<file path="config.mk">
export PLATFORM = sky130hd
export DESIGN_NAME = mem_ctrl
export DESIGN_NICKNAME = d
export VERILOG_FILES = /design/src/rtl/mem_ctrl_pkg.sv /design/src/rtl/mem_ctrl.sv
export SDC_FILE = /design/constraint.sdc
export NUM_CORES = 1
export LEC_CHECK = 0
export BUFFER_PORTS_ARGS = -buffer_cell sky130_fd_sc_hd__buf_2
export CAP_MARGIN = 0
export CORE_MARGIN = 2
export CORE_UTILIZATION = 50
export DETAILED_ROUTE_END_ITERATION = 10
export PLACE_DENSITY_LB_ADDON = 0.3
export SYNTH_ARGS = -nofsm -noshare
export SYNTH_HDL_FRONTEND = slang
export SYNTH_SLANG_ARGS = --single-unit
</file>
<file path="constraint.sdc">
create_clock -name clk -period 8.5 [get_ports clk]
set_input_delay 0.85 -clock clk [delete_from_list [all_inputs] [get_ports clk]]
set_output_delay 0.85 -clock clk [all_outputs]
set_load 0.005 [all_outputs]
</file>
<file path="src/rtl/mem_ctrl_pkg.sv">
// Shared types for mem_ctrl: FSM state encoding, access-length codes and the
// length-to-byte-count helper.
package mem_ctrl_pkg;

  typedef enum logic [2:0] {
    MEM_IDLE,
    MEM_INST_RD,
    MEM_DATA_RD,
    MEM_DATA_WR,
    MEM_DONE
  } mem_state_e;

  typedef enum logic {
    REQ_INST,
    REQ_DATA
  } req_id_e;

  localparam logic [1:0] LEN_BYTE = 2'b00;
  localparam logic [1:0] LEN_HALF = 2'b01;
  localparam logic [1:0] LEN_WORD = 2'b10;

  function automatic logic [2:0] len_to_n(input logic [1:0] len);
    case (len)
      LEN_BYTE: return 3'd1;
      LEN_HALF: return 3'd2;
      default:  return 3'd4;
    endcase
  endfunction

endpackage

</file>
<file path="src/rtl/mem_ctrl.sv">
// Byte-serial controller sharing one RAM between inst_cache refills and MEM-stage
// loads/stores. Define MEMCTRL_IO_FULL_EN to add io_buffer_full store back-pressure.
module mem_ctrl
  import mem_ctrl_pkg::*;
#(
  parameter int ADDR_WIDTH = 32,
  parameter logic [ADDR_WIDTH-1:0] IO_ADDR = ADDR_WIDTH'(32'h30000)
) (
  input  logic                  clk,
  input  logic                  rst_n,
`ifdef MEMCTRL_IO_FULL_EN
  input  logic                  io_buffer_full,
`endif
  input  logic                  inst_port_calling,
  input  logic [ADDR_WIDTH-1:0] inst_addr_to_mem,
  output logic                  inst_available,
  output logic [31:0]           inst_from_mem,
  input  logic                  data_calling,
  input  logic                  data_we,
  input  logic [1:0]            data_len,
  input  logic [ADDR_WIDTH-1:0] data_addr,
  input  logic [31:0]           data_wdata,
  output logic                  data_done,
  output logic [31:0]           data_rdata,
  input  logic [7:0]            mem_din,
  output logic [7:0]            mem_dout,
  output logic [ADDR_WIDTH-1:0] mem_a,
  output logic                  mem_wr
);

  mem_state_e            state, state_nxt;
  req_id_e               req_q;
  logic [2:0]            cnt, len_n;
  logic [ADDR_WIDTH-1:0] base_q, cur_addr;
  logic [31:0]           wdata_q, word_q, word_nxt;
  logic [1:0]            cap_idx;
  logic                  accept, cnt_inc, capture;
  logic                  io_full, io_hit, io_stall;

`ifdef MEMCTRL_IO_FULL_EN
  localparam logic IO_STALL_EN = 1'b1;
  assign io_full = io_buffer_full;
`else
  localparam logic IO_STALL_EN = 1'b0;
  assign io_full = 1'b0;
`endif

  assign cur_addr = base_q + ADDR_WIDTH'(cnt);
  assign io_hit   = (cur_addr == IO_ADDR) || (cur_addr == IO_ADDR + ADDR_WIDTH'(4));
  assign io_stall = IO_STALL_EN && io_hit && io_full;

  // RAM returns the byte one cycle after its address, so cnt lags by one on capture
  assign cap_idx = cnt[1:0] - 2'd1;

  always_comb begin
    word_nxt = word_q;
    word_nxt[{cap_idx, 3'b000} +: 8] = mem_din;
  end

  always_comb begin
    state_nxt      = state;
    accept         = 1'b0;
    cnt_inc        = 1'b0;
    capture        = 1'b0;
    mem_a          = '0;
    mem_dout       = '0;
    mem_wr         = 1'b0;
    inst_available = 1'b0;
    data_done      = 1'b0;
    unique case (state)
      MEM_IDLE: begin
        if (data_calling) begin
          accept    = 1'b1;
          state_nxt = data_we ? MEM_DATA_WR : MEM_DATA_RD;
        end else if (inst_port_calling) begin
          accept    = 1'b1;
          state_nxt = MEM_INST_RD;
        end
      end
      MEM_INST_RD, MEM_DATA_RD: begin
        // A dropped fetch request is a branch flush: abandon without a pulse
        if (state == MEM_INST_RD && !inst_port_calling) begin
          state_nxt = MEM_IDLE;
        end else begin
          if (cnt < len_n) mem_a = cur_addr;
          capture = (cnt != 3'd0);
          if (cnt == len_n) state_nxt = MEM_DONE;
          else              cnt_inc   = 1'b1;
        end
      end
      MEM_DATA_WR: begin
        mem_a    = cur_addr;
        mem_dout = wdata_q[{cnt[1:0], 3'b000} +: 8];
        if (!io_stall) begin
          mem_wr = 1'b1;
          if (cnt == len_n - 3'd1) state_nxt = MEM_DONE;
          else                     cnt_inc   = 1'b1;
        end
      end
      MEM_DONE: begin
        state_nxt      = MEM_IDLE;
        inst_available = (req_q == REQ_INST);
        data_done      = (req_q == REQ_DATA);
      end
      default: state_nxt = MEM_IDLE;
    endcase
  end

  always_ff @(posedge clk or negedge rst_n) begin
    if (!rst_n) begin
      state         <= MEM_IDLE;
      cnt           <= '0;
      len_n         <= 3'd4;
      req_q         <= REQ_INST;
      inst_from_mem <= '0;
      data_rdata    <= '0;
    end else begin
      state <= state_nxt;
      if (accept)       cnt <= '0;
      else if (cnt_inc) cnt <= cnt + 3'd1;
      if (accept) begin
        len_n <= data_calling ? len_to_n(data_len) : 3'd4;
        req_q <= data_calling ? REQ_DATA : REQ_INST;
      end
      if (capture && cnt == len_n) begin
        if (req_q == REQ_INST) inst_from_mem <= word_nxt;
        else                   data_rdata    <= word_nxt;
      end
    end
  end

  // Datapath latches carry no reset; they are always reloaded at accept
  always_ff @(posedge clk) begin
    if (accept) begin
      base_q  <= data_calling ? data_addr : inst_addr_to_mem;
      wdata_q <= data_wdata;
      word_q  <= '0;
    end else if (capture) begin
      word_q  <= word_nxt;
    end
  end

endmodule
</file>
Yosys cells after proc, flatten, opt, wreduce, memory -nomap -nowiden:

Index checks and enable logic that the tools add are counted.
Widths: inputs -> output; s select.

* memory bits (writable): 0
* bits in read-only memories: 0
* output and inout port bits: 107
* latch bits: 0
* input bits: 111
* memories kept: 0
* register bits: 170

* reduce and logical (&&, ||, !) cells: 11
* bitwise logic cells: 1
* multiply operators: 0
* mux-type cells: 30
* order comparisons: 1
* equality and inequality tests: 10
* $add $sub $neg: 5
* div/mod/pow operators: 0
* shifts and indexed selects: 3

Operators by type and width (count)
* $mux 32: 3
* $pmux 32 s2: 1
* $add 32x3->32: 1
* $bwmux 32: 1
* $shift 8x7->32 const A: 1
* $shiftx 32x6->8: 1
* $shiftx 8x7->32: 1
* $mux 3: 8
* $mux 1: 13
* $pmux 3 s3: 1
* $mux 8: 1
* $neg 5->7: 1
* $eq 3x2->1 const B: 2
* $eq 3x3->1: 2
* $ne 3x3->1 const B: 2
* $pmux 3 s2: 1
* $reduce_and 2->1: 2
* $add 3x1->3 const B: 1
* $eq 3x1->1 const B: 1
* $eq 3x3->1 const B: 1
* $logic_not 3->1: 1
* $lt 3x3->1: 1
* $reduce_and 3->1: 1
* $reduce_bool 3->1: 1
* other kinds (11): 12

Depth between registers and ports, before layout:

* depth after elaboration: 6
* gate-level depth with buffers: 9

Least setup slack after synthesis:

OpenSTA, ideal clock, no wires.

* kind: input port to flip-flop
* start: in data_calling
* end: reg base_q[0] (enable)
* path slack: 4.717 ns
* required time: 8.047 ns
* stages: 4
* arrival time: 3.330 ns
* library setup time: 0.453 ns
* cells stage by stage: clkbuf_1 -> o21ai_1 -> inv_2 -> buf_1

* word-level cells in the longest chain between the ends: 2

Ends and longest elaborated chain
* start, declared: line mem_ctrl.sv:18 `input logic data_calling,`
* $mux 1: line mem_ctrl.sv:72 `if (data_calling) begin`
* $mux 1: line mem_ctrl.sv:70 `unique case (state)`
* via accept: line mem_ctrl.sv:37 `logic accept, cnt_inc, capture;`
* end signal, assigned: line mem_ctrl.sv:135 `base_q <= data_calling ? data_addr : inst_addr_to_mem;`
* end, declared: line mem_ctrl.sv:34 `logic [ADDR_WIDTH-1:0] base_q, cur_addr;`

The timed path passes the listed nets, and every way through them passes these cells.
A chain may end at the register's enable or synchronous reset.

Worst setup path after layout:

* start: reg cnt[0]
* end: out mem_a[24]

* word-level cells in the longest chain between the ends: 4
* elaborated cells on any way between the ends: 5
* classes of those cells: 1 x add/sub; 1 x order compare; 3 x mux

Ends and longest elaborated chain
* start, declared: line mem_ctrl.sv:33 `logic [2:0] cnt, len_n;`
* start signal, assigned: line mem_ctrl.sv:120 `else if (cnt_inc) cnt <= cnt + 3'd1;`
* $add 32x3->32 / $lt 3x3->1 (equally long branches): line mem_ctrl.sv:48, mem_ctrl.sv:85
* $mux 32: line mem_ctrl.sv:85 `if (cnt < len_n) mem_a = cur_addr;`
* $mux 32: line mem_ctrl.sv:82 `if (state == MEM_INST_RD && !inst_port_calling) begin`
* $pmux 32 s2 *: line mem_ctrl.sv:70
* end, declared: line mem_ctrl.sv:27 `output logic [ADDR_WIDTH-1:0] mem_a,`

Mark *: on every way between the ends. The rest lies on a longest branch, timed or not.

==> qor_table.md <==
| Item | This run | Unit |
|---|---|---|
| Number of buffers created by CTS | 17 | - |
| Number of synthesized flops with an enable pin | 64 | - |
| Arrival time at the worst endpoint | 3.59 | ns |
| Ports placed on the boundary | 218 | - |
| Worst-path maximum fanout | 19 | - |
| Share of final-layout standard cells stronger than drive strength 1 | 32.8 | % |
| TritonCTS clock tree | built | - |
| Site Rows | 45 | - |
| Final WL | 17.8 | mm |
| Worst vdd rail ir drop | 0.158 | mV |
| Number of warnings issued by yosys | 0 | - |
| Type of the worst setup path | register to output pin | - |
| Share of synthesized area occupied by flip-flops and latches | 56.1 | % |
| Type of the most critical hold path | register to register | - |
| TritonRoute pass-1 iters | 5 | - |
| Dpl ws | 4.47 | ns |
| Fmax achieved | 225 | MHz |
| Clock insertion delay at the later pin of the skew report | 0.43 | ns |
| Root buffer selected by CTS | sky130_fd_sc_hd__clkbuf_16 | - |
| Die area | 16800 | um^2 |
| Post-route worst hold slack | 0.480 | ns |
| Clock Path Buffers | 2 | - |
| Post-route antenna net violation count | 0 | - |
| Setup WS post-layout | 4.06 | ns |
| Placeable core region | 15300 | um^2 |
| Overall via count from detail_route | 5934 | - |
| Number of inserted diodes | 0 | - |
| Relative slew slack | 26.7 | % |
| Global-route wire length before repair | 28.0 | mm |
| Number of vias per cell after detailed routing | 5.17 | - |
| GR Overflow Total | 0 | - |
| Vias in the first global route | 5627 | - |
| Setup repair after global routing missed its margin | no | - |
| Post-synth top area share | 24.4 | % |
| H-tree depth reported by CTS | 4 | - |
| Area growth from synthesis to final layout | 22.6 | % |
| Count of cell types in the netlist | 51 | - |
| Largest stage delay on the critical path | 0.91 | ns |
| Number of nets in the final layout | 1049 | - |
| Hold path depth | 2 | - |
| Top cells by area, synth | sky130_fd_sc_hd__edfxtp_1 (24%), sky130_fd_sc_hd__dfrtp_1 (23%), sky130_fd_sc_hd__dfxtp_1 (8.1%) | - |
| Routed length per placed instance | 15.5 | um |
| Min Tclk post-route | 4.44 | ns |
| Post-CTS setup buffer count | 0 | - |
| Drc violations | 0 | - |
| Post-cts sizing count | 0 | - |
| Final Wtd Congestion | 0.823 | - |
| Max Cap Violations | 0 | - |
| Setup skew after layout | 0.00812 | ns |
| Period utilisation layout | 52.2 | % |
| Initial antenna violation count | 0 | - |
| Die outline height | 129 | um |
| Total half-perimeter wirelength after legalization and detailed placement | 12.4 | mm |
| Kind of end point of the critical path | output pin | - |
| Commonest cells post-synth | sky130_fd_sc_hd__nor2_1 (102), sky130_fd_sc_hd__dfrtp_1 (73), sky130_fd_sc_hd__a21oi_1 (72), sky130_fd_sc_hd__edfxtp_1 (64), sky130_fd_sc_hd__nand2_1 (61) | - |
| Starting density of the core | 51.4 | % |
| DRC violation total after the first TritonRoute iteration | 327 | - |
| Utilization after layout | 63.0 | % |
| Max stage delay cell, worst path | sky130_fd_sc_hd__dfrtp_1 | - |
| R2r worst-path depth | 6 | - |
| Series of cell instances along the critical path | ha_1 > inv_1 > fa_1 > nand2b_1 > a2111oi_4 > nand4_1 > xor2_1 > nor2_1 > buf_2 | - |
| Finished Cell Area | 9640 | um^2 |
| Avg Inst Size Synth | 10.8 | um^2 |
| Post-place instance area | 9080 | um^2 |
| Final number of hold-violating endpoints | 0 | - |
| Areal power density over the cells | 298 | nW/um^2 |
| Post-synth top flop | sky130_fd_sc_hd__dfrtp_1 | - |
| Post-synthesis async set-or-reset flop share | 43.5 | % |
| Global routing usage summed across all routing layers | 21.7 | % |
| Clock transition at path regs | 0.07 | ns |
| Post-synthesis sequential element count | 170 | - |
| Number of max-slew violations in the final report | 0 | - |
| Netlist area before placement | 7870 | um^2 |
| Setup violators final | 0 | - |
| Leakage power summed over all cells | 4.24 | nW |
| Post-route setup TNS | 0 | ns |
| Largest net degree at the start of global routing | 75 | - |
| Clock sink count | 170 | - |
| Horiz. Die Dim | 129 | um |
| Kind of start point of the critical path | register | - |
| Worst Path Required | 7.65 | ns |
| Cell type with the highest aggregate area in the netlist | sky130_fd_sc_hd__edfxtp_1 | - |
| Synthesized netlist net count | 851 | - |
| Slew at the pin closest to its max-slew limit | 1.10 | ns |
| Post-CTS Hold Buffers | 0 | - |
| Gate count of the mapped netlist | 726 | - |
| Outcome | complete, no violations | - |
| Most instantiated library cell after synthesis | sky130_fd_sc_hd__nor2_1 | - |
| Count of input and output buffers | 217 | - |
-- flip-flops by register name, summed over array words and instances (netlist names), 3 cells and up --
signal / count
len_n: 3
word_q: 32
wdata_q: 32
state: 3
data_rdata: 32
inst_from_mem: 32
base_q: 32
cnt: 3
-- layer usage --
layer / global-route usage, % / vias up / part of all wire [%]
met4: 6.83 / 0 / 1.4
met2: 35.3 / 201 / 48
met1: 28.8 / 2753 / 44
li1: - / 2954 / -
met3: 5.66 / 26 / 6.1
met5: 0 / - / 0
-- logic make-up after synthesis --
family                   Yosys count  synth area share (%)
XOR/XNOR                          29                  3.42
buffers and inverters             58                  2.99
multiplexers                      42                  7.14
AND/OR/NAND/NOR                  261                  16.3
AO/OA/AOI/OAI                    152                  11.7
adder cells (fa/ha/maj)           14                  2.32
flip-flops                       170                  56.1
-- worst max-delay path, delay by kind of cell (launching register included) --
kind                     cells  cell delay [ns]
adder cells (fa/ha/maj)      2             0.68
AO/OA/AOI/OAI                1             0.68
AND/OR/NAND/NOR              3             0.51
flip-flops                   1             0.91
buffers and inverters        2             0.20
XOR/XNOR                     1             0.18
-- cells in the final DEF, fill, tap and decap left out, types with 2 or more instances in the layout --
cell type,n
sky130_fd_sc_hd__buf_2,217
sky130_fd_sc_hd__nor3_1,4
sky130_fd_sc_hd__xnor2_1,7
sky130_fd_sc_hd__ha_1,13
sky130_fd_sc_hd__dfrtp_1,73
sky130_fd_sc_hd__and4_1,2
sky130_fd_sc_hd__and3_1,3
sky130_fd_sc_hd__nand3b_1,2
sky130_fd_sc_hd__and2_1,15
sky130_fd_sc_hd__nand4_1,10
sky130_fd_sc_hd__xor2_1,21
sky130_fd_sc_hd__buf_4,5
sky130_fd_sc_hd__mux4_2,8
sky130_fd_sc_hd__clkinv_2,2
sky130_fd_sc_hd__dfxtp_1,32
sky130_fd_sc_hd__inv_1,14
sky130_fd_sc_hd__edfxtp_1,64
sky130_fd_sc_hd__mux2_2,33
sky130_fd_sc_hd__a22oi_1,32
sky130_fd_sc_hd__or3_1,3
sky130_fd_sc_hd__nand3_1,13
sky130_fd_sc_hd__o21ai_1,34
sky130_fd_sc_hd__clkinvlp_2,2
sky130_fd_sc_hd__nor2_1,102
sky130_fd_sc_hd__clkbuf_16,17
sky130_fd_sc_hd__clkinvlp_4,4
sky130_fd_sc_hd__nand2b_1,2
sky130_fd_sc_hd__clkinv_4,2
sky130_fd_sc_hd__nor2b_1,33
sky130_fd_sc_hd__inv_6,4
sky130_fd_sc_hd__nor4bb_1,2
sky130_fd_sc_hd__o21ai_0,4
sky130_fd_sc_hd__nand2_1,61
sky130_fd_sc_hd__a21oi_1,72
sky130_fd_sc_hd__o31ai_1,2
-- report_power, final --
part / switching [mW] / leakage, nW / internal (mW)
Combinational: 0.512 / 2.13 / 0.381
Sequential: 0.147 / 1.85 / 1.09
Clock: 0.333 / 0.261 / 0.407
Total: 0.993 / 4.24 / 1.88
-- path summary, 6_finish.rpt --
kind / slack [ns] / endpoint / start
worst min register to register: 0.48 / inst_from_mem[13]$_DFFE_PN0P_ / inst_from_mem[13]$_DFFE_PN0P_
max in group asynchronous: 7.28 / data_rdata[8]$_DFFE_PN0P_ / rst_n
worst max-delay path: 4.06 / mem_a[24] / cnt[0]$_DFFE_PN0P_
min in group asynchronous: 0.64 / inst_from_mem[12]$_DFFE_PN0P_ / rst_n
worst min-delay path: 0.48 / inst_from_mem[13]$_DFFE_PN0P_ / inst_from_mem[13]$_DFFE_PN0P_
worst max register to register: 5.00 / data_rdata[1]$_DFFE_PN0P_ / cnt[0]$_DFFE_PN0P_
-- metrics by stage --
step	power (mW)	std cells
after floorplan	1.81	726
after global placement	2.14	1116
after detailed placement	2.16	1116
after CTS	2.90	1148
after global routing	3.06	1148
final	2.87	1148
-- cell type report --
cell class,count,area [um^2]
multi-input cells,498,3220
flip-flops and latches,170,4420
clock buffers,17,425
inverters,15,57.6
fillers,1294,5670
repair buffers,222,1120
clock inverters,15,139
well taps,211,264
No activity file was read; power rests on OpenSTA's default activity.
